==> src/rtl/load_store_aligner.sv <==
// load_store_aligner: sequential load/store data path between execute stage and a word-wide memory port.
// Aligns store data/byte enables to memory lanes, extends load data per funct3, and
// (with LSA_MISALIGNED_EN defined) splits accesses crossing an XLEN/8 boundary into two beats.
// Without LSA_MISALIGNED_EN any misaligned access returns rsp_err=1 with no memory beat.
// Ports:
//   clk, rst_n                          clock, asynchronous active-low reset
//   req_valid/req_ready/req_we/req_funct3/req_addr/req_wdata   core request
//   rsp_valid/rsp_ready/rsp_rdata/rsp_err                      core response
//   mem_req_valid/mem_req_ready/mem_addr/mem_we/mem_be/mem_wdata memory beat request
//   mem_rsp_valid/mem_rdata                                    memory read data
module load_store_aligner #(
  parameter int XLEN   = 32,
  parameter int ADDR_W = 32
) (
  input  logic              clk,
  input  logic              rst_n,
  input  logic              req_valid,
  output logic              req_ready,
  input  logic              req_we,
  input  logic [2:0]        req_funct3,
  input  logic [ADDR_W-1:0] req_addr,
  input  logic [XLEN-1:0]   req_wdata,
  output logic              rsp_valid,
  input  logic              rsp_ready,
  output logic [XLEN-1:0]   rsp_rdata,
  output logic              rsp_err,
  output logic              mem_req_valid,
  input  logic              mem_req_ready,
  output logic [ADDR_W-1:0] mem_addr,
  output logic              mem_we,
  output logic [XLEN/8-1:0] mem_be,
  output logic [XLEN-1:0]   mem_wdata,
  input  logic              mem_rsp_valid,
  input  logic [XLEN-1:0]   mem_rdata
);
  localparam int NB = XLEN / 8;
  localparam int OW = $clog2(NB);
`ifdef LSA_MISALIGNED_EN
  localparam bit SPLIT = 1'b1;
`else
  localparam bit SPLIT = 1'b0;
`endif

  typedef enum logic [2:0] {IDLE, BEAT0, WAIT0, BEAT1, WAIT1, RESP} state_t;

  state_t            state_q, state_d;
  logic              we_q, we_d, err_q, err_d, mis_q, mis_d;
  logic [2:0]        f3_q, f3_d;
  logic [ADDR_W-1:0] addr_q, addr_d;
  logic [XLEN-1:0]   wdata_q, wdata_d, b0_q, b0_d, b1_q, b1_d;

  logic [3:0]        req_size;
  logic              req_legal, req_mis;

  assign req_size  = 4'd1 << req_funct3[1:0];
  assign req_legal = req_we ? (!req_funct3[2] && (XLEN == 64 || req_funct3[1:0] != 2'b11))
                            : (req_funct3 != 3'b111 &&
                               (XLEN == 64 || (req_funct3 != 3'b011 && req_funct3 != 3'b110)));
  assign req_mis   = (5'(req_addr[OW-1:0]) + 5'(req_size)) > 5'(NB);

  always_comb begin
    state_d = state_q;
    we_d    = we_q;
    f3_d    = f3_q;
    addr_d  = addr_q;
    wdata_d = wdata_q;
    err_d   = err_q;
    mis_d   = mis_q;
    b0_d    = b0_q;
    b1_d    = b1_q;
    case (state_q)
      IDLE: if (req_valid) begin
        we_d    = req_we;
        f3_d    = req_funct3;
        addr_d  = req_addr;
        wdata_d = req_wdata;
        mis_d   = req_mis;
        err_d   = !req_legal || (req_mis && !SPLIT);
        b0_d    = '0;
        b1_d    = '0;
        state_d = err_d ? RESP : BEAT0;
      end
      BEAT0: if (mem_req_ready) state_d = !we_q ? WAIT0 : (mis_q ? BEAT1 : RESP);
      WAIT0: if (mem_rsp_valid) begin
        b0_d    = mem_rdata;
        state_d = mis_q ? BEAT1 : RESP;
      end
`ifdef LSA_MISALIGNED_EN
      BEAT1: if (mem_req_ready) state_d = we_q ? RESP : WAIT1;
      WAIT1: if (mem_rsp_valid) begin
        b1_d    = mem_rdata;
        state_d = RESP;
      end
`endif
      RESP: if (rsp_ready) state_d = IDLE;
      default: state_d = IDLE;
    endcase
  end

  always_ff @(posedge clk or negedge rst_n) begin
    if (!rst_n) begin
      state_q <= IDLE;
      we_q    <= 1'b0;
      f3_q    <= '0;
      addr_q  <= '0;
      wdata_q <= '0;
      err_q   <= 1'b0;
      mis_q   <= 1'b0;
      b0_q    <= '0;
      b1_q    <= '0;
    end else begin
      state_q <= state_d;
      we_q    <= we_d;
      f3_q    <= f3_d;
      addr_q  <= addr_d;
      wdata_q <= wdata_d;
      err_q   <= err_d;
      mis_q   <= mis_d;
      b0_q    <= b0_d;
      b1_q    <= b1_d;
    end
  end

  // Everything below decodes only from state and the latched request.
  logic [OW-1:0]     off;
  logic [3:0]        size;
  logic [2*XLEN-1:0] wsh;
  logic [2*NB-1:0]   bsh;
  logic [ADDR_W-1:0] base;
  logic              beat, hi;

  assign off  = addr_q[OW-1:0];
  assign size = 4'd1 << f3_q[1:0];
  assign wsh  = {{XLEN{1'b0}}, wdata_q} << {off, 3'b000};
  assign bsh  = (2*NB)'((16'd1 << size) - 16'd1) << off;
  assign base = addr_q & ~ADDR_W'(NB - 1);
  assign beat = state_q == BEAT0 || state_q == BEAT1;
  assign hi   = state_q == BEAT1;

  assign req_ready     = state_q == IDLE;
  assign rsp_valid     = state_q == RESP;
  assign rsp_err       = rsp_valid && err_q;
  assign mem_req_valid = beat;
  assign mem_we        = beat && we_q;
  assign mem_addr      = !beat ? '0 : hi ? base + ADDR_W'(NB) : base;
  assign mem_be        = !beat ? '0 : hi ? bsh[2*NB-1:NB] : bsh[NB-1:0];
  assign mem_wdata     = !(beat && we_q) ? '0 : hi ? wsh[2*XLEN-1:XLEN] : wsh[XLEN-1:0];

  // beat1 is cleared at accept, so an aligned access shifts in zeros from above.
  logic [XLEN-1:0] rsh, ext;
  logic [6:0]      nbits;
  logic            fill;

  assign rsh   = XLEN'({b1_q, b0_q} >> {off, 3'b000});
  assign nbits = {size, 3'b000};

  always_comb begin
    fill = !f3_q[2] && (size == 4'd1 ? rsh[7] : size == 4'd2 ? rsh[15] :
                        size == 4'd4 ? rsh[31] : rsh[XLEN-1]);
    for (int i = 0; i < XLEN; i++) ext[i] = (7'(i) < nbits) ? rsh[i] : fill;
  end

  assign rsp_rdata = (rsp_valid && !we_q && !err_q) ? ext : '0;
endmodule

==> config.mk <==
export PLATFORM = sky130hd
export DESIGN_NAME = load_store_aligner
export DESIGN_NICKNAME = d
export VERILOG_FILES = /design/src/rtl/load_store_aligner.sv
export SDC_FILE = /design/constraint.sdc
export NUM_CORES = 1
export LEC_CHECK = 0
export CORE_MARGIN = 4
export CORE_UTILIZATION = 53
export CTS_BUF_LIST = sky130_fd_sc_hd__clkbuf_4
export CTS_CLUSTER_DIAMETER = 60
export DETAILED_ROUTE_END_ITERATION = 7
export PLACE_DENSITY = 0.89
export SLEW_MARGIN = 20
export SYNTH_ARGS = -nofsm -noshare
export SYNTH_HDL_FRONTEND = slang
export SYNTH_SLANG_ARGS = --single-unit
export TNS_END_PERCENT = 1
==> constraint.sdc <==
create_clock -name clk -period 5.6 [get_ports clk]
set_input_delay 0.56 -clock clk [delete_from_list [all_inputs] [get_ports clk]]
set_output_delay 0.56 -clock clk [all_outputs]
set_load 0.1 [all_outputs]
==> impl_metrics.ini, run 1 <==
[logic_synthesis]
synth_top_family_by_area = simple AND/OR/NAND/NOR gates
synthAdderAreaFrac_pct = 0.8434
synthCells = 791
synthFlopType = dfrtp_1
ys_warn_count = 0
syn_area_per_cell_um2 = 8.627
muxShareOfSynthArea_pct = 19.23
synthSimpleGateAreaFrac_pct = 20.76
syn-cell-area_um2 = 6824
async_reset_ff_share_pct = 100.0
synthXorXnorAreaFrac_pct = 1.797
synth-seq-area-share_pct = 38.50
synth-compound-area-share_pct = 14.06
yosys_register_bits = 105
synth_edf_count = 0
synth_cell_types = 54

[cts]
cts_setup_buffers = 0
numCtsBuffers = 9
h-tree-depth = 3
insertion_delay_ns = 0.50
root_buffer = clkbuf_4
postCtsHoldBufs = 0
cts.path.max_buffers = 2
cts_sinks = 105
clk_pin_slew_worst_paths_ns = 0.16
ctsResizeCount = 0
cts_tree = built

[critical_path]
reg2reg_depth = 6
required_ns = 5.04
start_kind = flip-flop
crit_start = state_q[1]
endpoint = mem_addr[30]
crit_fanout = 21
r2r-end = b0_q[1]
r2r_setup_slack_ns = 3.28
crit_type = flip-flop to primary output
cp.arrival_ns = 3.93
reg2reg_from = state_q[1]
end_kind = primary output

[pwr]
peakVddDrop_uv = 418.8
leakage_uw = 0.003602
power_uw = 5663
power.density_nw_per_um2 = 633.0

[final_layout]
antenna_cells = 0
design_area_um2 = 8947
nFillCells = 1011
seqCellArea_um2 = 2630
multi_input_area_um2 = 3902
syn_to_final_growth_pct = 31.11
final_layout_size_suffix_gt1_share_pct = 17.79
nNetsFinal = 1066

[floorplan]
initial_core_util_pct = 54.07
die_h_um = 121.5
fp-row-count = 41
coreArea_um2 = 12620
io_pins = 211
die_w_um = 121.5
die_area_um2 = 14760

[run]
max_cap_violations = 0

[timing]
slew_headroom_pct = 28.11
fmax_mhz = 222.5
period_needed_ns = 4.495
rsz0062_at_grt = no
min_period_over_period_pct = 80.27
skew_ns = 0.01340
setup_violations = 0
fin_tns_setup_ns = 0
hold_viol = 0
maxSlewViolCount = 0
worst_slew_pin_slew_ns = 1.075

[placed_design]
placed_area_um2 = 8826
dp_hpwl_mm = 13.92
port_buffers = 208
gp_congestion = 0.8440

[outcome]
status = finished, final reports clean

[routing]
drt_iter0_markers = 557
dr.pass1.iters = 5
drc_errors = 0
wl_mm = 19.40
ant_nets = 0
viasPerCell = 5.735
wire_per_inst_um = 17.12
vias = 6498

[hold_path]
hp-class = input port to asynchronous set/reset pin

[global_routing]
grt_max_degree = 65
grt_pass1_wl_mm = 31.22
grt_usage_pct = 26.36
grt_pass1_vias = 6282
grt_remaining_overflow = 0
antenna_found_initial = 0
==> state kept, by name, indices dropped and copies added (netlist names) <==
name,cells
addr_q,32
b0_q,32
wdata_q,32
f3_q,3
state_q,3
mis_q,1
err_q,1
we_q,1
==> kinds of logic after synthesis <==
group | count (synthesis)
AOI/OAI and AO/OA | 169
xor gates and xnor gates | 14
adders and majority gates | 4
buffers and inverters | 79
DFF | 105
muxes | 121
other | 1
and+or+nand+nor | 298
==> layout make-up <==
| class | instances | share of cell area, % |
|---|---|---|
| repair buffers | 219 | 22.68 |
| flip-flops and latches | 105 | 29.39 |
| multi-input cells | 608 | 43.62 |
| clock inverters | 7 | 0.6013 |
| clock buffers | 9 | 0.7551 |
| inverters | 13 | 0.5454 |
| well taps | 172 | 2.405 |
==> placed cells by master, fill, tap and decap left out, drive strengths merged, types with 2 or more instances in the layout <==
cell,instances
clkdlybuf4s50,154
nand2,112
dfrtp,105
mux2,81
nor2,74
a21oi,70
buf,65
o21ai,58
mux2i,40
nor3,30
a211oi,14
inv,14
nand4,14
nand2b,12
or3,12
and2,10
or4,10
clkbuf,9
o31ai,8
xor2,8
and4,6
xnor2,6
nor2b,4
nand3,4
clkinv,4
ha,3
a22oi,2
and3,2
a211o,2
nor4,2
o31a,2
o21a,2
a221oi,2
conb,2
clkinvlp,2
==> worst min path at each step <==
stage                     slack, ns          to  cells past startpoint  startpoint
after global placement         0.46     b0_q[6]                      2     b0_q[6]
after CTS                      0.07    b0_q[24]                      1       rst_n
final                          0.06  addr_q[27]                      1       rst_n
after detailed placement       0.47     b0_q[5]                      2     b0_q[5]
after floorplan                0.26   addr_q[0]                      0       rst_n
after global routing           0.08  addr_q[27]                      1       rst_n
==> through the flow <==
step,hold WS (ns),instances,worst slack (ns),utilization [%]
after floorplan,0.2644,792,0.7015,-
after global placement,0.4603,1117,1.747,69.94
after detailed placement,0.4694,1117,1.664,69.94
after CTS,0.06815,1133,1.068,70.90
after global routing,0.08254,1133,0.8589,70.90
final,0.06303,1133,1.105,70.90
==> routing by layer <==
metal | wire length, um | track usage, % | vias up
li1 | - | - | 3123
met1 | 8214 | 34.20 | 3081
met2 | 9105 | 43.11 | 269
met3 | 1812 | 8.298 | 25
met4 | 266 | 6.303 | 0
met5 | 0 | 0 | -
==> worst max-delay path: stages, from the launching register on <==
cell and delay (ns):
dfrtp_1 0.77, nand3b_1 0.77, or4_4 0.87, or4_1 0.54
a21oi_1 0.18, buf_4 0.31
==> synth_stat cells (2+ instances only) <==
cell	instances	area [um2]
nand2_1	112	420.4
dfrtp_1	105	2628
mux2_2	81	912.1
nor2_1	74	277.8
a21oi_1	70	350.3
o21ai_0	58	290.3
clkbuf_1	48	180.2
mux2i_1	40	400.4
nor3_1	30	150.1
a211oi_1	14	105.1
inv_1	12	45.04
nand2b_1	12	75.07
nand4_1	12	75.07
or3_1	12	75.07
and2_1	9	56.30
or4_1	9	67.56
o31ai_1	8	60.06
xor2_1	8	70.07
buf_2	7	35.03
and4_1	6	52.55
buf_1	6	22.52
xnor2_1	6	52.55
buf_4	5	37.54
nand3_1	4	20.02
nor2b_1	4	25.02
ha_1	3	37.54
a211o_1	2	17.52
a221oi_1	2	17.52
a22oi_1	2	15.01
and3_1	2	12.51
nand4_2	2	25.02
nor4_1	2	12.51
o21a_1	2	15.01
o31a_1	2	17.52
==> where the power goes <==
part           leakage, uW  total (uW)  switching, uW  internal [uW]
clock network    0.0000642         370            275           95.0
logic              0.00224        3730           2560           1170
registers          0.00130        1570            452           1120
(Power assumes the default switching activity.)
==> inputs of run 2 (changes only) <==
CORE_UTILIZATION = 49   (was 53)
PLACE_DENSITY = 0.83   (was 0.89)
clock period = 4.3 ns   (was 5.6 ns; I/O delays follow)
==> run 2 against run 1 <==
Against the previous run: combinational power increased by 39%; via count increased by 0.37%; critical path depth increased by 1; global-route usage decreased by 1.1 points; final cell count increased by 0.62%; count of clock-buffer cells in the layout unchanged; clock power increased by 30%; sequential share of layout area decreased by 1.8 points; sequential power increased by 30%; non-clock buffer count increased by 3; first-iteration DRC count increased by 12%; routed wire length increased by 4.5%; critical path type unchanged; largest power group unchanged.
==> impl_metrics.ini, run 2 (synthesis gave the netlist of run 1 again) <==
[floorplan]
die_h_um = 126.0
die_w_um = 126.0
fp-row-count = 42
io_pins = 211
initial_core_util_pct = 50.73
die_area_um2 = 15880
coreArea_um2 = 13450

[critical_path]
cp.arrival_ns = 3.41
required_ns = 3.87
r2r-end = b0_q[23]
r2r_setup_slack_ns = 1.50
crit_fanout = 20
crit_type = flip-flop to primary output
crit_buf_inv = 2
critPathSlowestCell = dfrtp_1
start_kind = flip-flop
slowest_delay_ns = 0.86
crit_family = simple AND/OR/NAND/NOR gates
end_kind = primary output
crit_chain = nand3b_1 -> buf_4 -> or4_4 -> or4_1 -> a21oi_1 -> buf_12
reg2reg_depth = 6
reg2reg_from = state_q[1]

[routing]
viasPerCell = 5.721
ant_nets = 0
drt_iter0_markers = 625
dr.pass1.iters = 6
vias = 6522
wl_mm = 20.27
drc_errors = 0
wire_per_inst_um = 17.78

[hold_path]
hp-class = input port to asynchronous set/reset pin

[global_routing]
grt_remaining_overflow = 0
grt_pass1_vias = 6320
grt_max_degree = 78
grt_usage_pct = 25.24
antenna_found_initial = 0
grt_pass1_wl_mm = 32.71

[final_layout]
final_cell_mix = nand2_1, clkdlybuf4s50_1, dfrtp_1, mux2_2, nor2_1
instances_no_fill = 1140
syn_to_final_growth_pct = 39.59
reg_top3 = addr_q: 32 flops, b0_q: 32 flops, wdata_q: 32 flops
seqCellArea_um2 = 2630
final_core_util_pct = 70.81
final_common_cell = nand2_1
design_area_um2 = 9525
antenna_cells = 0
final_layout_size_suffix_gt1_share_pct = 23.13
nNetsFinal = 1069
multi_input_area_um2 = 3904
nFillCells = 1034

[timing]
whs_ns = 0.3454
hold_viol = 0
setup_violations = 0
fin_tns_setup_ns = 0
min_period_over_period_pct = 89.22
fmax_mhz = 260.7
maxSlewViolCount = 0
period_needed_ns = 3.836
rsz0062_at_grt = no
slew_headroom_pct = 32.08
skew_ns = 0.01718
worst_slew_pin_slew_ns = 1.016

[cts]
clk_pin_slew_worst_paths_ns = 0.17
cts_sinks = 105
insertion_delay_ns = 0.49
root_buffer = clkbuf_4
cts.path.max_buffers = 2
cts_tree = built
h-tree-depth = 3
numCtsBuffers = 9

[pwr]
power.density_nw_per_um2 = 809.4
switching_share_pct = 56.71
leakage_uw = 0.003868
p_seq_share_pct = 26.5
p_int_uw = 3338
switchingPower_uw = 4372
peakVddDrop_uv = 500.0
pwr-share-comb_pct = 67.3
clockPowerShare_pct = 6.2

[placed_design]
placed_area_um2 = 9366
dp_cells = 1122
dp_hpwl_mm = 14.64
gp_congestion = 0.8475
port_buffers = 208

[run]
max_cap_violations = 0

[outcome]
status = finished, final reports clean
==> run 2: cell types whose count changed in the layout (fill, tap and decap cells not counted), sizes merged <==
cell / previous run / this run
dlygate4sd3: 0 / 1
buf: 65 / 116
clkinvlp: 2 / 1
clkdlybuf4s50: 154 / 105
inv: 14 / 15
==> run 2: per-stage QoR <==
stage	total power, uW	setup WS (ns)
after floorplan	5774	-0.4685
after global placement	7115	1.052
after detailed placement	7222	1.034
after CTS	7712	0.4122
after global routing	8160	0.2308
final	7710	0.4637
==> run 2: worst max path at each step <==
stage | depth (start not counted) | start | end | slack [ns]
after global routing | 6 | state_q[1] | mem_addr[30] | 0.23
after global placement | 6 | state_q[1] | rsp_rdata[11] | 1.05
after floorplan | 7 | state_q[2] | mem_wdata[24] | -0.47
after detailed placement | 6 | state_q[1] | mem_addr[30] | 1.03
final | 6 | state_q[1] | mem_addr[30] | 0.46
after CTS | 6 | state_q[1] | rsp_rdata[11] | 0.41
==> run 2: per-layer routing <==
| layer | vias up | global-route usage, % | routed length, um |
|---|---|---|---|
| li1 | 3127 | - | - |
| met1 | 3093 | 33.92 | 8399 |
| met2 | 271 | 39.37 | 9512 |
| met3 | 31 | 8.213 | 1978 |
| met4 | 0 | 7.066 | 378 |
| met5 | - | 0 | 0 |
==> run 2: layout make-up <==
class | count | share of cell area [%]
flip-flops and latches | 105 | 27.61
clock inverters | 7 | 0.5517
inverters | 13 | 0.5123
well taps | 176 | 2.312
multi-input cells | 608 | 40.98
clock buffers | 9 | 0.7093
repair buffers | 222 | 27.32
==> run 2: power by group through the flow <==
stage               sequential [uW]  combinational (uW)  clock (uW)
global route                   2130                5490         540
global placement               2030                5080           0
CTS                            2030                5180         501
floorplan                      1780                4000           0
detailed placement             2050                5170           0
finish                         2040                5190         481
==> run 2: worst reg2reg max path, delay by kind of cell (launching register included) <==
kind | cells | cell delay, ns
buffers and inverters | 3 | 1.04
AOI/OAI and AO/OA | 2 | 0.79
DFF | 1 | 0.69
and+or+nand+nor | 1 | 0.17
==> run 2: timing repair <==
item,in CTS,in global routing
endpoints found under the setup margin,0,0
hold buffers,0,1
buffers inserted,0,0
hold endpoints to repair,0,19
gates resized for setup,0,0
==> inputs of run 3 (changes only) <==
REMOVE_ABC_BUFFERS = 1   (was not set)
SKIP_CTS_REPAIR_TIMING = 1   (was not set)
TNS_END_PERCENT = not set   (was 1)
==> run 3 against run 2 <==
Against the previous run: combinational power about the same; final cell count hardly changed; clock power up 16%; maximum frequency increased by 1.4%; clock skew is 0.0061 ns lower; count of clock-buffer cells in the layout up 1; sequential share of layout area fell by 0.15 points; setup slack better by 0.055 ns; global-route usage decreased by 0.47 points; worst hold slack gained 0.13 ns; largest cell class unchanged; highest routed layer unchanged.
==> impl_metrics.ini, run 3 (synthesis gave the netlist of run 1 again) <==
[global_routing]
grt_pass1_vias = 6204
grt_max_degree = 85
grt_use_met3_pct = 8.679
use_met1_pct = 31.67
grtUsageMet2_pct = 41.28
grt_usage_pct = 24.78
grt_pass1_wl_mm = 31.96
busiest_layer = met2
grt_remaining_overflow = 0
antenna_found_initial = 1

[timing]
maxSlewViolCount = 0
setup_violations = 0
setup_ws_ns = 0.5184
hold_viol = 0
whs_ns = 0.4783
skew_ns = 0.01106
rsz0062_at_grt = no
worst_slew_pin_slew_ns = 1.051
fmax_mhz = 264.4
period_needed_ns = 3.782
slew_headroom_pct = 29.75
min_period_over_period_pct = 87.94

[cts]
insertion_delay_ns = 0.49
cts_sinks = 105
root_buffer = clkbuf_4
h-tree-depth = 3
cts_tree = built
clk_pin_slew_worst_paths_ns = 0.15
numCtsBuffers = 9
cts.path.max_buffers = 2

[routing]
drt_iter0_markers = 481
viasPerCell = 5.728
drc_errors = 0
ant_nets = 0
wire_per_inst_um = 17.94
dr.pass1.iters = 5
vias = 6536
wl_mm = 20.47

[run]
max_cap_violations = 0

[placed_design]
port_buffers = 208
gp_congestion = 0.8359
dp_hpwl_mm = 14.67
dp_slack_ns = 1.061

[pwr]
peakVddDrop_uv = 397.4
leakage_uw = 0.003888
power_uw = 7834
power.density_nw_per_um2 = 817.2

[outcome]
status = finished, final reports clean

[final_layout]
final_cell_mix = nand2_1, clkdlybuf4s50_1, dfrtp_1, mux2_2, nor2_1
nFillCells = 1003
multi_input_area_um2 = 3902
syn_to_final_growth_pct = 40.48
final_core_util_pct = 71.26
nNetsFinal = 1069
final_layout_size_suffix_gt1_share_pct = 22.74
reg_top3 = addr_q: 32 flops, b0_q: 32 flops, wdata_q: 32 flops
final_common_cell = nand2_1
seqCellArea_um2 = 2633

[critical_path]
reg2reg_from = state_q[1]
critPathSlowestCell = dfrtp_1
required_ns = 3.87
start_kind = flip-flop
crit_chain = nand3b_1 -> buf_4 -> or4_4 -> or4_1 -> a21oi_1 -> buf_12
slowest_delay_ns = 0.79
crit_fanout = 19
cp.arrival_ns = 3.35
end_kind = primary output
crit_start = state_q[1]
crit_type = flip-flop to primary output

[hold_path]
min_from = mem_rdata[30]
hp-class = input port to flip-flop

[floorplan]
io_pins = 211
die_w_um = 126.0
die_h_um = 126.0
fp-row-count = 42
coreArea_um2 = 13450
die_area_um2 = 15880
initial_core_util_pct = 50.73
==> run 3: power breakdown <==
group          internal [uW]  switching (uW)  leakage, uW
Combinational           1810            3360      0.00251
Sequential              1450             651      0.00130
Clock                    234             324    0.0000790
==> run 3: worst max-delay path: cells and delay by family (launching register included) <==
kind | cells | cell delay [ns]
DFF | 1 | 0.79
buffers and inverters | 2 | 0.47
AOI/OAI and AO/OA | 1 | 0.30
and+or+nand+nor | 3 | 1.31
==> run 3: stage by stage <==
step                      setup TNS (ns)  area (um2)  std cells
after floorplan                  -230.96        6553        726
after global placement                 0        9393       1122
after detailed placement               0        9393       1122
after CTS                              0        9539       1137
after global routing                   0        9587       1141
final                                  0        9587       1141
==> run 3: path summary, 6_finish.rpt <==
kind	end	slack, ns	depth (start not counted)
min in group asynchronous	wdata_q[16]	0.53	2
min	b0_q[30]	0.48	3
min reg2reg	b0_q[2]	0.50	2
max	mem_addr[30]	0.52	6
max in group asynchronous	addr_q[13]	2.92	3
max reg2reg	wdata_q[29]	1.58	4
==> run 3: layer usage <==
layer,wire [um],vias to the layer above,part of all wire (%)
li1,-,3133,-
met2,9844,274,48
met4,180,0,0.88
met1,8439,3113,41
met3,2006,16,9.8
met5,0,-,0
==> run 3: cell type report <==
| cell class | instances | area share (%) |
|---|---|---|
| Antenna cell | 2 | 0.05221 |
| Clock buffer | 10 | 0.7831 |
| Clock inverter | 5 | 0.7439 |
| Inverter | 13 | 0.5090 |
| Multi-Input combinational cell | 608 | 40.71 |
| Sequential cell | 105 | 27.46 |
| Tap cell | 176 | 2.297 |
| Timing Repair Buffer | 222 | 27.45 |
